$ cat src/rtl/cflog_reader.sv
// Log drain sequencer: walks a list of (src, dest) word pairs in the log RAM.
// For each entry it presents src, dest and the loop tag on a valid/ready bus.
// It pulses done when the list is exhausted.
module cflog_reader #(
    parameter int ADDR_W = 10
) (
    input  logic              i_clk,
    input  logic              i_rst_n,
    input  logic              i_start,
    input  logic              i_abort,
    input  logic [ADDR_W-1:0] i_base_addr,
    input  logic [ADDR_W-2:0] i_num_entries,
    output logic              o_mem_rd,
    output logic [ADDR_W-1:0] o_mem_addr,
    input  logic [15:0]       i_mem_rdata,
    input  logic              i_tag_rdata,
    output logic              o_out_valid,
    input  logic              i_out_ready,
    output logic [15:0]       o_out_src,
    output logic [15:0]       o_out_dest,
    output logic              o_out_loop,
    output logic [31:0]       o_out_loop_ctr,
    output logic              o_busy,
    output logic              o_done
);

    // state     | meaning
    // S_IDLE    | waiting for start
    // S_RD_SRC  | src word read strobed at ptr
    // S_RD_DST  | dest word read strobed at ptr+1, src and tag captured
    // S_CAP_DST | dest word captured, output bus loaded
    // S_PRESENT | entry offered on out_*, waiting for out_ready
    // S_DONE    | one-cycle completion pulse
    typedef enum logic [2:0] {
        S_IDLE,
        S_RD_SRC,
        S_RD_DST,
        S_CAP_DST,
        S_PRESENT,
        S_DONE
    } state_t;

    localparam logic [ADDR_W-2:0] CNT_ONE = {{(ADDR_W-2){1'b0}}, 1'b1};

    state_t            r_state;
    logic [ADDR_W-1:0] r_ptr;
    logic [ADDR_W-2:0] r_cnt;
    logic [15:0]       r_src;
    logic              r_loop;

    // Pointer arithmetic wraps naturally at the ADDR_W boundary.
    logic [ADDR_W-1:0] w_ptr_plus1;
    logic [ADDR_W-1:0] w_ptr_plus2;
    assign w_ptr_plus1 = r_ptr + ADDR_W'(1);
    assign w_ptr_plus2 = r_ptr + ADDR_W'(2);

    // Sequencer with all outputs registered alongside the state.
    always_ff @(posedge i_clk or negedge i_rst_n) begin
        if (!i_rst_n) begin
            r_state        <= S_IDLE;
            r_ptr          <= '0;
            r_cnt          <= '0;
            r_src          <= '0;
            r_loop         <= 1'b0;
            o_mem_rd       <= 1'b0;
            o_mem_addr     <= '0;
            o_out_valid    <= 1'b0;
            o_out_src      <= '0;
            o_out_dest     <= '0;
            o_out_loop     <= 1'b0;
            o_out_loop_ctr <= '0;
            o_busy         <= 1'b0;
            o_done         <= 1'b0;
        end else begin
            o_done <= 1'b0;
            if (i_abort && (r_state != S_IDLE)) begin
                // Abort wins over any handshake and suppresses done.
                r_state        <= S_IDLE;
                o_mem_rd       <= 1'b0;
                o_mem_addr     <= '0;
                o_out_valid    <= 1'b0;
                o_out_src      <= '0;
                o_out_dest     <= '0;
                o_out_loop     <= 1'b0;
                o_out_loop_ctr <= '0;
                o_busy         <= 1'b0;
            end else begin
                case (r_state)
                    S_IDLE: begin
                        if (i_start) begin
                            o_busy <= 1'b1;
                            if (i_num_entries != '0) begin
                                r_ptr      <= i_base_addr;
                                r_cnt      <= i_num_entries;
                                o_mem_rd   <= 1'b1;
                                o_mem_addr <= i_base_addr;
                                r_state    <= S_RD_SRC;
                            end else begin
                                o_done  <= 1'b1;
                                r_state <= S_DONE;
                            end
                        end
                    end
                    S_RD_SRC: begin
                        o_mem_addr <= w_ptr_plus1;
                        r_state    <= S_RD_DST;
                    end
                    S_RD_DST: begin
                        r_src      <= i_mem_rdata;
                        r_loop     <= i_tag_rdata;
                        o_mem_rd   <= 1'b0;
                        o_mem_addr <= '0;
                        r_state    <= S_CAP_DST;
                    end
                    S_CAP_DST: begin
                        o_out_src      <= r_src;
                        o_out_dest     <= i_mem_rdata;
                        o_out_loop     <= r_loop;
                        o_out_loop_ctr <= r_loop ? {r_src, i_mem_rdata} : 32'd0;
                        o_out_valid    <= 1'b1;
                        r_state        <= S_PRESENT;
                    end
                    S_PRESENT: begin
                        if (i_out_ready) begin
                            o_out_valid <= 1'b0;
                            r_cnt       <= r_cnt - CNT_ONE;
                            r_ptr       <= w_ptr_plus2;
                            if (r_cnt == CNT_ONE) begin
                                o_done  <= 1'b1;
                                r_state <= S_DONE;
                            end else begin
                                o_mem_rd   <= 1'b1;
                                o_mem_addr <= w_ptr_plus2;
                                r_state    <= S_RD_SRC;
                            end
                        end
                    end
                    S_DONE: begin
                        o_busy  <= 1'b0;
                        r_state <= S_IDLE;
                    end
                    default: begin
                        o_busy  <= 1'b0;
                        r_state <= S_IDLE;
                    end
                endcase
            end
        end
    end

endmodule

$ cat config.mk
export PLATFORM = sky130hd
export DESIGN_NAME = cflog_reader
export DESIGN_NICKNAME = d
export VERILOG_FILES = /design/src/rtl/cflog_reader.sv
export SDC_FILE = /design/constraint.sdc
export NUM_CORES = 1
export LEC_CHECK = 0
export BUFFER_PORTS_ARGS = -buffer_cell sky130_fd_sc_hd__buf_2
export CAP_MARGIN = 10
export CORE_ASPECT_RATIO = 0.5
export CORE_MARGIN = 1
export CORE_UTILIZATION = 37
export DETAILED_ROUTE_END_ITERATION = 8
export GPL_TIMING_DRIVEN = 0
export PLACE_DENSITY = 0.61
export SLEW_MARGIN = 20
export SYNTH_ARGS = -nofsm -noshare
export SYNTH_HDL_FRONTEND = slang
export SYNTH_SLANG_ARGS = --single-unit
$ cat constraint.sdc
create_clock -name i_clk -period 3.95 [get_ports i_clk]
set_input_delay 0.395 -clock i_clk [delete_from_list [all_inputs] [get_ports i_clk]]
set_output_delay 0.395 -clock i_clk [all_outputs]
set_load 0.01 [all_outputs]
; Yosys cells after proc, flatten, opt, wreduce, memory -nomap -nowiden
; Cells that the tools add are included.
[word_totals]
out_inout_bits = 79
wordCells = 93
ff_bits = 118
inputBits = 41
[classes]
n_reduce_logical = 17
n_mux = 45
eq_ne = 13
bitwise = 1
addsub = 3
[op_table]
columns = operator, count
row1 = two-way mux 32 bit, 3
row2 = two-way mux 16 bit, 4
row3 = two-way mux 10 bit, 6
row4 = one-hot mux 10 bit (4 select lines), 1
row5 = two-way mux 9 bit, 3
row6 = one-hot mux 10 bit (2 select lines), 1
row7 = one-hot mux 9 bit (2 select lines), 1
row8 = two-way mux 1 bit, 16
row9 = two-way mux 3 bit, 5
row10 = one-hot mux 3 bit (5 select lines), 1
row11 = AND reduction 5 bit, 3
row12 = != test 3 bit (second input constant), 4
row13 = adder 10 x 1 -> 10 bit (second input constant), 1
row14 = adder 10 x 2 -> 10 bit (second input constant), 1
row15 = equality test 9 x 1 -> 1 bit (second input constant), 1
row16 = nonzero test 9 bit, 1
row17 = subtractor 9 x 1 -> 9 bit (second input constant), 1
row18 = AND reduction 2 bit, 4
row19 = equality test 3 x 2 -> 1 bit (second input constant), 2
row20 = != test 2 bit (second input constant), 3
row21 = one-hot mux 1 bit (2 select lines), 3
row22 = nonzero test 3 bit, 2
row23 = nonzero test 5 bit, 1
row24 = nonzero test 2 bit, 2
row25 = other kinds (9), 9

; Depth between registers and ports, before layout
; Gate-level depths: netlist of the first run.
[depth]
depth_word = 5
depth_mapped = 8
depth_no_buf = 7

; Least setup slack after synthesis of the first run
; Ideal clock, no wire load.
[synth_path]
kind = reg-to-reg
startpoint = reg r_ptr[2]
endpoint = reg o_mem_addr[7]
slack_ps = 2225
arrival_time_ps = 1592
n_path_buf = 1
setup_time_ps = 133
t_required_ps = 3817
stages_incl_launch_ff = 8
period_less_slack_ps = 1725
path_cell_list = dfrtp_1 -> ha_1 -> and3_1 -> buf_2 -> nand3_1 -> or3b_1 -> a32oi_1 -> o21ai_0
[synth_via]
elab_chain_len = 5
word_cells_on_any_way = 6
classes_between = add/sub (2) / mux (4)
[synth_lines]
columns = element, line
row1 = start: declaration, 46  ; logic [ADDR_W-1:0] r_ptr;
row2 = start signal: assignment, 93  ; r_ptr <= i_base_addr;
row3 = start signal: assignment, 127  ; r_ptr <= w_ptr_plus2;
row4 = adder 10 x 2 -> 10 bit, 55  ; assign w_ptr_plus2 = r_ptr + ADDR_W'(2);
row5 = two-way mux 10 bit, 128  ; if (r_cnt == CNT_ONE) begin
row6 = two-way mux 10 bit, 124  ; if (i_out_ready) begin
row7 = one-hot mux 10 bit (4 select lines) *, 88  ; case (r_state)
row8 = two-way mux 10 bit *, 76  ; if (i_abort && (r_state != S_IDLE)) begin
row9 = end signal: assignment, 96  ; o_mem_addr <= i_base_addr;
row10 = end signal: assignment, 105  ; o_mem_addr <= w_ptr_plus1;
row11 = end signal: assignment, 133  ; o_mem_addr <= w_ptr_plus2;
row12 = end: declaration, 14  ; output logic [ADDR_W-1:0] o_mem_addr,
; Mark *: on every way between the ends. The rest lies on a longest branch, timed or not. The select of a mux whose other input is x is not followed.
; A chain may end at the register's enable or synchronous reset.

; Final worst setup path of the first run
[layout_path]
startpoint = reg r_state[0]
endpoint = reg o_mem_addr[9]
[layout_via]
elab_chain_len = 4
word_cells_on_any_way = 14
classes_between = eq/ne (7) / mux (2) / reduce/logical (5)
[layout_lines]
columns = element, line
row1 = start: declaration, 45  ; state_t r_state;
row2 = start signal: assignment, 60  ; r_state <= S_IDLE;
row3 = start signal: assignment, 78  ; r_state <= S_IDLE;
row4 = start signal: assignment, 97  ; r_state <= S_RD_SRC;
row5 = nonzero test 3 bit, 76
row6 = logical AND 1 bit, 76
row7 = != test 3 bit (no line) or nonzero test 5 bit (tied branches), -
row8 = AND reduction 5 bit (no line), -
; Parallel ways exist; a longest one is shown, timed or not.

==> metrics.txt, run 1 <==
run status complete, but fails checks; violated checks DRC; worst-margin pin slew 650.9 ps; Fillers 1404; Cells after DPL 860; post-DP HPWL 10760 µm; flop2flop setup slack 1870 ps; Critical R2R Capture o_mem_addr[9]$_DFFE_PN0P_; Final #Nets 727; count leader, synth dfrtp_1; CP Cell Sequence buf_2 > nor3b_2 > nor2_1 > o21ai_1 > o311ai_1 > a32o_1; post-DR wirelength/cell 17.21 µm; Finished Cell Area 0.007004 mm²; fin worst setup slack 1875 ps; final hold violation count 0; grt ovf 0; # H-tree levels 4; top-area cell type share of the netlist area 53.32%; post-DR vias/cell 5.268; Layout Cells excl Fill 894; EDFF count, synth 0; RSZ-0062 raised after global routing false; critical path fanouts, max 10; Routed Antenna Nets 0; Sw Pwr 2.209 mW; power consumption 5.752 mW; hold_ws 212.2 ps; Post-CTS Setup Bufs 0; CP Launch Type register; io pins 120; Sequential Power Share 36.2%; slowest cell on the critical path nor3b_2; global-route wire length before repair 24460 µm; setup total negative slack 0 ps; Initial DRC Count 268; # DRC 4; Req. time, crit path 4250 ps; FP Rows 31; Simple-Gate Fraction of Synth Area 15.00%; Slew HR 56.24%; sw frac 38.41%; Hold Crit Class primary input to register; Pint 3.542 mW; r2r startpoint r_state[0]$_DFFE_PN0P_; power share of the clock group 26.6%; Worst setup EP type register; number of port buffers 118; pwr dens 821.2 mW/mm²; Synth Area in XOR/XNOR 0.9489%; placed cell areas 0.006410 mm²; drt total wl 15390 µm; clock sinks 118; syn_nets 588; Compound-Gate Fraction of Synth Area 21.24%; Comb power frac 37.2%; main combinational cell family by area after synthesis compound AO/OA/AOI/OAI gates; Pre-antenna DRT Iters 6; Core Footprint 0.01455 mm²; f_max 481.8 MHz; CTS tree yes; Initial Utilization 38.07%; clk_lat worst skew 420 ps; #FFs+latches synth 118; Syn Std Cell Area 0.005538 mm²; Syn Inst Count 543; Synth area leaders dfrtp_1 53%, nand2_1 6.0%, a22o_1 5.2%, a21oi_1 5.0%, mux2_2 3.5%; total track usage 20.79%; period utilization 52.54%; Period minus WS final 2075 ps; top cells by count, synth 118 x dfrtp_1, 89 x nand2_1, 55 x a21oi_1; Seq/Total Area, Yosys 53.32%; die area 0.01549 mm²; Final Util 48.15%; Synth cell types 65; die height 88.51 µm; Setup Skew 9.487 ps; layout cells sized above 1 30.22%; Hold Path Sink r_loop$_DFFE_PN0P_; largest net degree at the start of global routing 71; gpl congestion 0.8234; most common flop cell mapped by yosys dfrtp_1; P_leak 3.362 nW; cts bufs inserted 17; worst vdd ir 0.3614 mV; area leader, netlist dfrtp_1; Vias 4710; Place WS 1729 ps; Root Buffer clkbuf_16; Synth async-reset ratio 100.0%; Reg2Reg Depth 6; Adder-Cell Fraction of Synth Area 0.9038%; Finish-stage setup viols 0; # Max-Cap Violations 0; Mean Syn Cell Area 10.20 µm²; vias in the first global route 4495; post-synthesis mux area share 4.044%; initial antenna violation count 0; Ys Warns 0; Arr. time, crit path 2380 ps; max incr delay on CP 560 ps; clk slew on worst S/H paths 60 ps; Clock Tree Buf Depth 2; Die W 175.0 µm; max-slew violations 0; hold path cells 2; HP Start i_tag_rdata; Worst Path Class, Setup register to register; synth-to-layout area growth 26.48%
state kept, by name, summed over array words and instances (netlist names):
name,cells
o_busy,1
o_done,1
o_mem_addr,10
o_mem_rd,1
o_out_dest,16
o_out_loop,1
o_out_loop_ctr,32
o_out_src,16
o_out_valid,1
r_cnt,9
r_loop,1
r_ptr,10
r_src,16
r_state,3
timing repair:
action / CTS / global route
hold endpoints to repair: 48 / 0
gates resized for setup: 0 / 0
hold buffers: 1 / 0
layer usage:
layer  global-route usage [%]  routed length (µm)
met5                        0                   0
met4                    7.905                 224
met3                    5.369                 741
met2                    33.51                7172
met1                    27.29                7251
kinds of logic (layout without fill, tap and decap cells):
family,count (synthesis),in the layout
AOI/OAI and AO/OA,174,174
xor gates and xnor gates,6,6
adders and majority gates,4,4
buffers and inverters,49,201
DFF,118,118
muxes,20,20
other,0,1
and+or+nand+nor,172,172
worst max-delay path by stage:
stage	cells after the start	to	startpoint	slack, ps
3_3_place_gp	1	o_mem_addr[6]$_DFFE_PN0P_	i_rst_n	890
6_report	6	o_mem_addr[9]$_DFFE_PN0P_	r_state[0]$_DFFE_PN0P_	1870
2_1_floorplan	7	o_mem_addr[7]$_DFFE_PN0P_	r_ptr[2]$_DFFE_PN0P_	2230
5_1_grt	4	o_mem_addr[7]$_DFFE_PN0P_	r_cnt[3]$_DFFE_PN0P_	1800
3_5_place_dp	7	r_ptr[1]$_DFFE_PN0P_	i_num_entries[2]	1730
4_1_cts	5	o_done$_DFF_PN0_	r_state[0]$_DFFE_PN0P_	1870
area by class of cell:
class,count,area [µm²],area share [%]
Sequential cell,118,2953,42.16
Timing Repair Buffer,120,634.4,9.057
Clock buffer,19,432.9,6.181
Antenna cell,1,2.502,0.03573
Inverter,9,33.78,0.4823
Buffer,40,217.7,3.108
Tap cell,198,247.7,3.537
Clock inverter,13,148.9,2.126
Multi-Input combinational cell,376,2333,33.32
power by group through the flow:
stage / Combinational (mW) / Clock [mW] / Sequential (mW)
global route: 2.38 / 1.61 / 2.15
CTS: 2.16 / 1.56 / 2.08
finish: 2.14 / 1.53 / 2.08
floorplan: 1.28 / 0 / 2.16
detailed placement: 2.15 / 0 / 2.10
global placement: 2.11 / 0 / 2.09
layout by cell type, fill, tap and decap left out, drive strengths merged, types with 3 or more instances in the layout:
master and n:
buf 146, nor2b 5, nor4 3, nor2 25, or3b 3, xnor2 5, ha 4, clkbuf 32
a22oi 3, a211oi 4, nor3 15, clkinv 5, a21oi 57, a21o 5, or3 3, clkinvlp 3
mux2 19, o21ai 40, a31oi 5, nor3b 5, inv 12, and3 7, and2 3, dfrtp 118
o31ai 4, a22o 33, o22ai 4, nand2 89, a32oi 3, nand3 6
worst max-delay path: cells and delay by family, from the launching register on:
family,cells,cell delay [ps]
compound gates,3,540
buf+inv,1,240
flops,1,460
simple gates,2,710
Note: power is estimated with default switching activity, not from simulation.
==> run 2: changes to the inputs <==
- clock period: 3.95 -> 2.01 ns (I/O delays scaled with it)
==> metrics.txt, run 2 (same netlist as run 1, synthesis figures left out) <==
sw frac 38.34% (-0.071 points); flop2flop setup slack 100 ps (-1770 ps); Sequential Power Share 36.1% (about the same); Critical R2R Capture o_mem_addr[9]$_DFFE_PN0P_; Reg2Reg Depth 6 (unchanged); Die W 175.0 µm (unchanged); Worst Path Class, Setup register to register; CTS tree yes; # DRC 4 (unchanged); largest net degree at the start of global routing 71 (unchanged); Vias 4722 (+0.25%); Setup Skew 9.519 ps (+0.03236 ps); Place WS -43.07 ps (-1773 ps); worst vdd ir 0.7219 mV (+100%); Arr. time, crit path 2200 ps (-180 ps); Hold Crit Class primary input to register; Largest delay share family, worst path simple AND/OR/NAND/NOR gates; # H-tree levels 4 (unchanged); Sw Pwr 4.389 mW (+99%); Initial DRC Count 288 (+7.5%); io pins 120 (unchanged); worst-margin pin slew 596.8 ps (-54.09 ps); power share of the clock group 26.2% (-0.4 points); clock sinks 118 (unchanged); Comb power frac 37.7% (+0.5 points); die height 88.51 µm (unchanged); worst path bufs/invs 1 (unchanged); run status complete, but fails checks; clk slew on worst S/H paths 60 ps (about the same); die area 0.01549 mm² (unchanged); Pre-antenna DRT Iters 8 (+2); Slew HR 60.21% (+4.0 points); final hold violation count 0 (unchanged); max-slew violations 0 (unchanged); hold path cells 2 (unchanged); initial antenna violation count 0 (unchanged); critical path fanouts, max 10 (unchanged); number of port buffers 118 (unchanged); Largest register FFs 32 (unchanged); f_max 524.9 MHz (+8.9%); pwr dens 1616 mW/mm² (+97%); Root Buffer clkbuf_16; vias in the first global route 4495 (unchanged); violated checks DRC; gpl congestion 0.8234 (unchanged); Top reg by flops o_out_loop_ctr; r2r startpoint r_state[0]$_DFFE_PN0P_; period utilization 94.79% (+42 points); FP Rows 31 (unchanged); clk_lat worst skew 420 ps (about the same); power consumption 11.45 mW (+99%); # Max-Cap Violations 0 (unchanged); post-DP HPWL 10760 µm (unchanged); hold_ws 20.73 ps (-191.4 ps); Initial Utilization 38.07% (unchanged); Finish-stage setup viols 0 (unchanged); Req. time, crit path 2310 ps (-1940 ps); post-DR wirelength/cell 17.11 µm (-0.60%); CP Cell Sequence buf_2 > nor3b_4 > nor2_1 > o21ai_1 > o311ai_1 > a32o_1; most frequent cells in the layout 134 x buf_2, 115 x dfrtp_1, 89 x nand2_1; RSZ-0062 raised after global routing false; P_leak 3.383 nW (+0.65%); Layout Cells excl Fill 897 (+0.34%); Final Util 48.71% (+0.55 points); Final #Nets 730 (+0.41%); fin worst setup slack 104.8 ps (-1770 ps); commonest non-fill, non-tap cell in the layout buf_2; Pint 7.058 mW (+99%); Clock Tree Buf Depth 2 (unchanged); slowest cell on the critical path dfrtp_1; Core Footprint 0.01455 mm² (unchanged); max incr delay on CP 460 ps (-100 ps); Hold Path Sink r_loop$_DFFE_PN0P_; drt total wl 15350 µm (-0.27%); post-DR vias/cell 5.264 (about the same); CP Launch Type register; HP Start i_tag_rdata; global-route wire length before repair 24460 µm (unchanged); grt ovf 0 (unchanged); synth-to-layout area growth 27.93%; Period minus WS final 1905 ps (-170.1 ps); total track usage 20.79% (unchanged); layout cells sized above 1 31.52% (+1.3 points); cts bufs inserted 17 (unchanged); Cells after DPL 860 (unchanged); Worst setup EP type register; Routed Antenna Nets 0 (unchanged)
run 2: cell count changes in the layout (fill, tap and decap cells not counted), moves of 2 or more:
cell	before	now
buf_4	8	12
dfrtp_1	118	115
clkbuf_1	14	12
dfrtp_2	0	3
run 2: how the worst max path moves through the flow:
stage	startpoint	end	slack, ps	cells past startpoint
finish	r_state[0]$_DFFE_PN0P_	o_mem_addr[9]$_DFFE_PN0P_	100	6
global placement	i_rst_n	o_mem_addr[6]$_DFFE_PN0P_	-860	1
detailed placement	r_state[0]$_DFFE_PN0P_	o_mem_addr[9]$_DFFE_PN0P_	-40	6
CTS	r_ptr[1]$_DFFE_PN0P_	o_mem_addr[7]$_DFFE_PN0P_	10	7
global route	r_state[0]$_DFFE_PN0P_	o_out_dest[9]$_DFFE_PN0P_	20	6
floorplan	r_ptr[2]$_DFFE_PN0P_	o_mem_addr[7]$_DFFE_PN0P_	290	7
run 2: timing repair:
| item | 4_1_cts | 5_1_grt |
|---|---|---|
| pin swaps | 0 | 2 |
| setup buffers | 0 | 4 |
| resized for setup | 1 | 11 |
| cloned | 0 | 0 |
| hold endpoints to repair | 48 | 0 |
| hold buffers | 1 | 0 |
| endpoints found under the setup margin | 2 | 30 |
run 2: final cells by class:
cell class,instances,area [µm²]
repair buffers,124,664.4
multi-input cells,376,2382
clock buffers,19,432.9
diodes,1,2.502
clock inverters,13,148.9
inverters,9,33.78
plain buffers,39,215.2
fillers,1401,7461
flip-flops and latches,118,2957
well taps,198,247.7
run 2: metrics by stage:
stage                     TNS (ps)  area [µm²]
after floorplan                  0        5538
after global placement      -99520        6376
after detailed placement    -100.4        6410
after CTS                        0        7008
after global routing             0        7082
final                            0        7084
run 2: metal layers:
| layer | up-vias | wire [µm] | GRT usage, % |
|---|---|---|---|
| met1 | 2338 | 7189 | 27.29 |
| li1 | 2239 | - | - |
| met2 | 123 | 7155 | 33.51 |
| met4 | 0 | 233 | 7.905 |
| met5 | - | 0 | 0 |
| met3 | 22 | 770 | 5.369 |
run 2: power by group through the flow:
| stage | Sequential (mW) | Combinational [mW] | Clock [mW] |
|---|---|---|---|
| 6_report | 4.13 | 4.31 | 3.00 |
| 5_1_grt | 4.26 | 4.79 | 3.17 |
| 4_1_cts | 4.10 | 4.25 | 3.07 |
| 3_5_place_dp | 4.12 | 4.22 | 0 |
| 3_3_place_gp | 4.10 | 4.15 | 0 |
| 2_1_floorplan | 4.24 | 2.52 | 0 |
run 2: worst reg2reg max path, cell delays in order, from the launching register on:
cell	delay [ps]
dfrtp_1	460
buf_2	250
nor3b_4	430
nor2_1	130
o21ai_1	150
o311ai_1	120
a32o_1	260
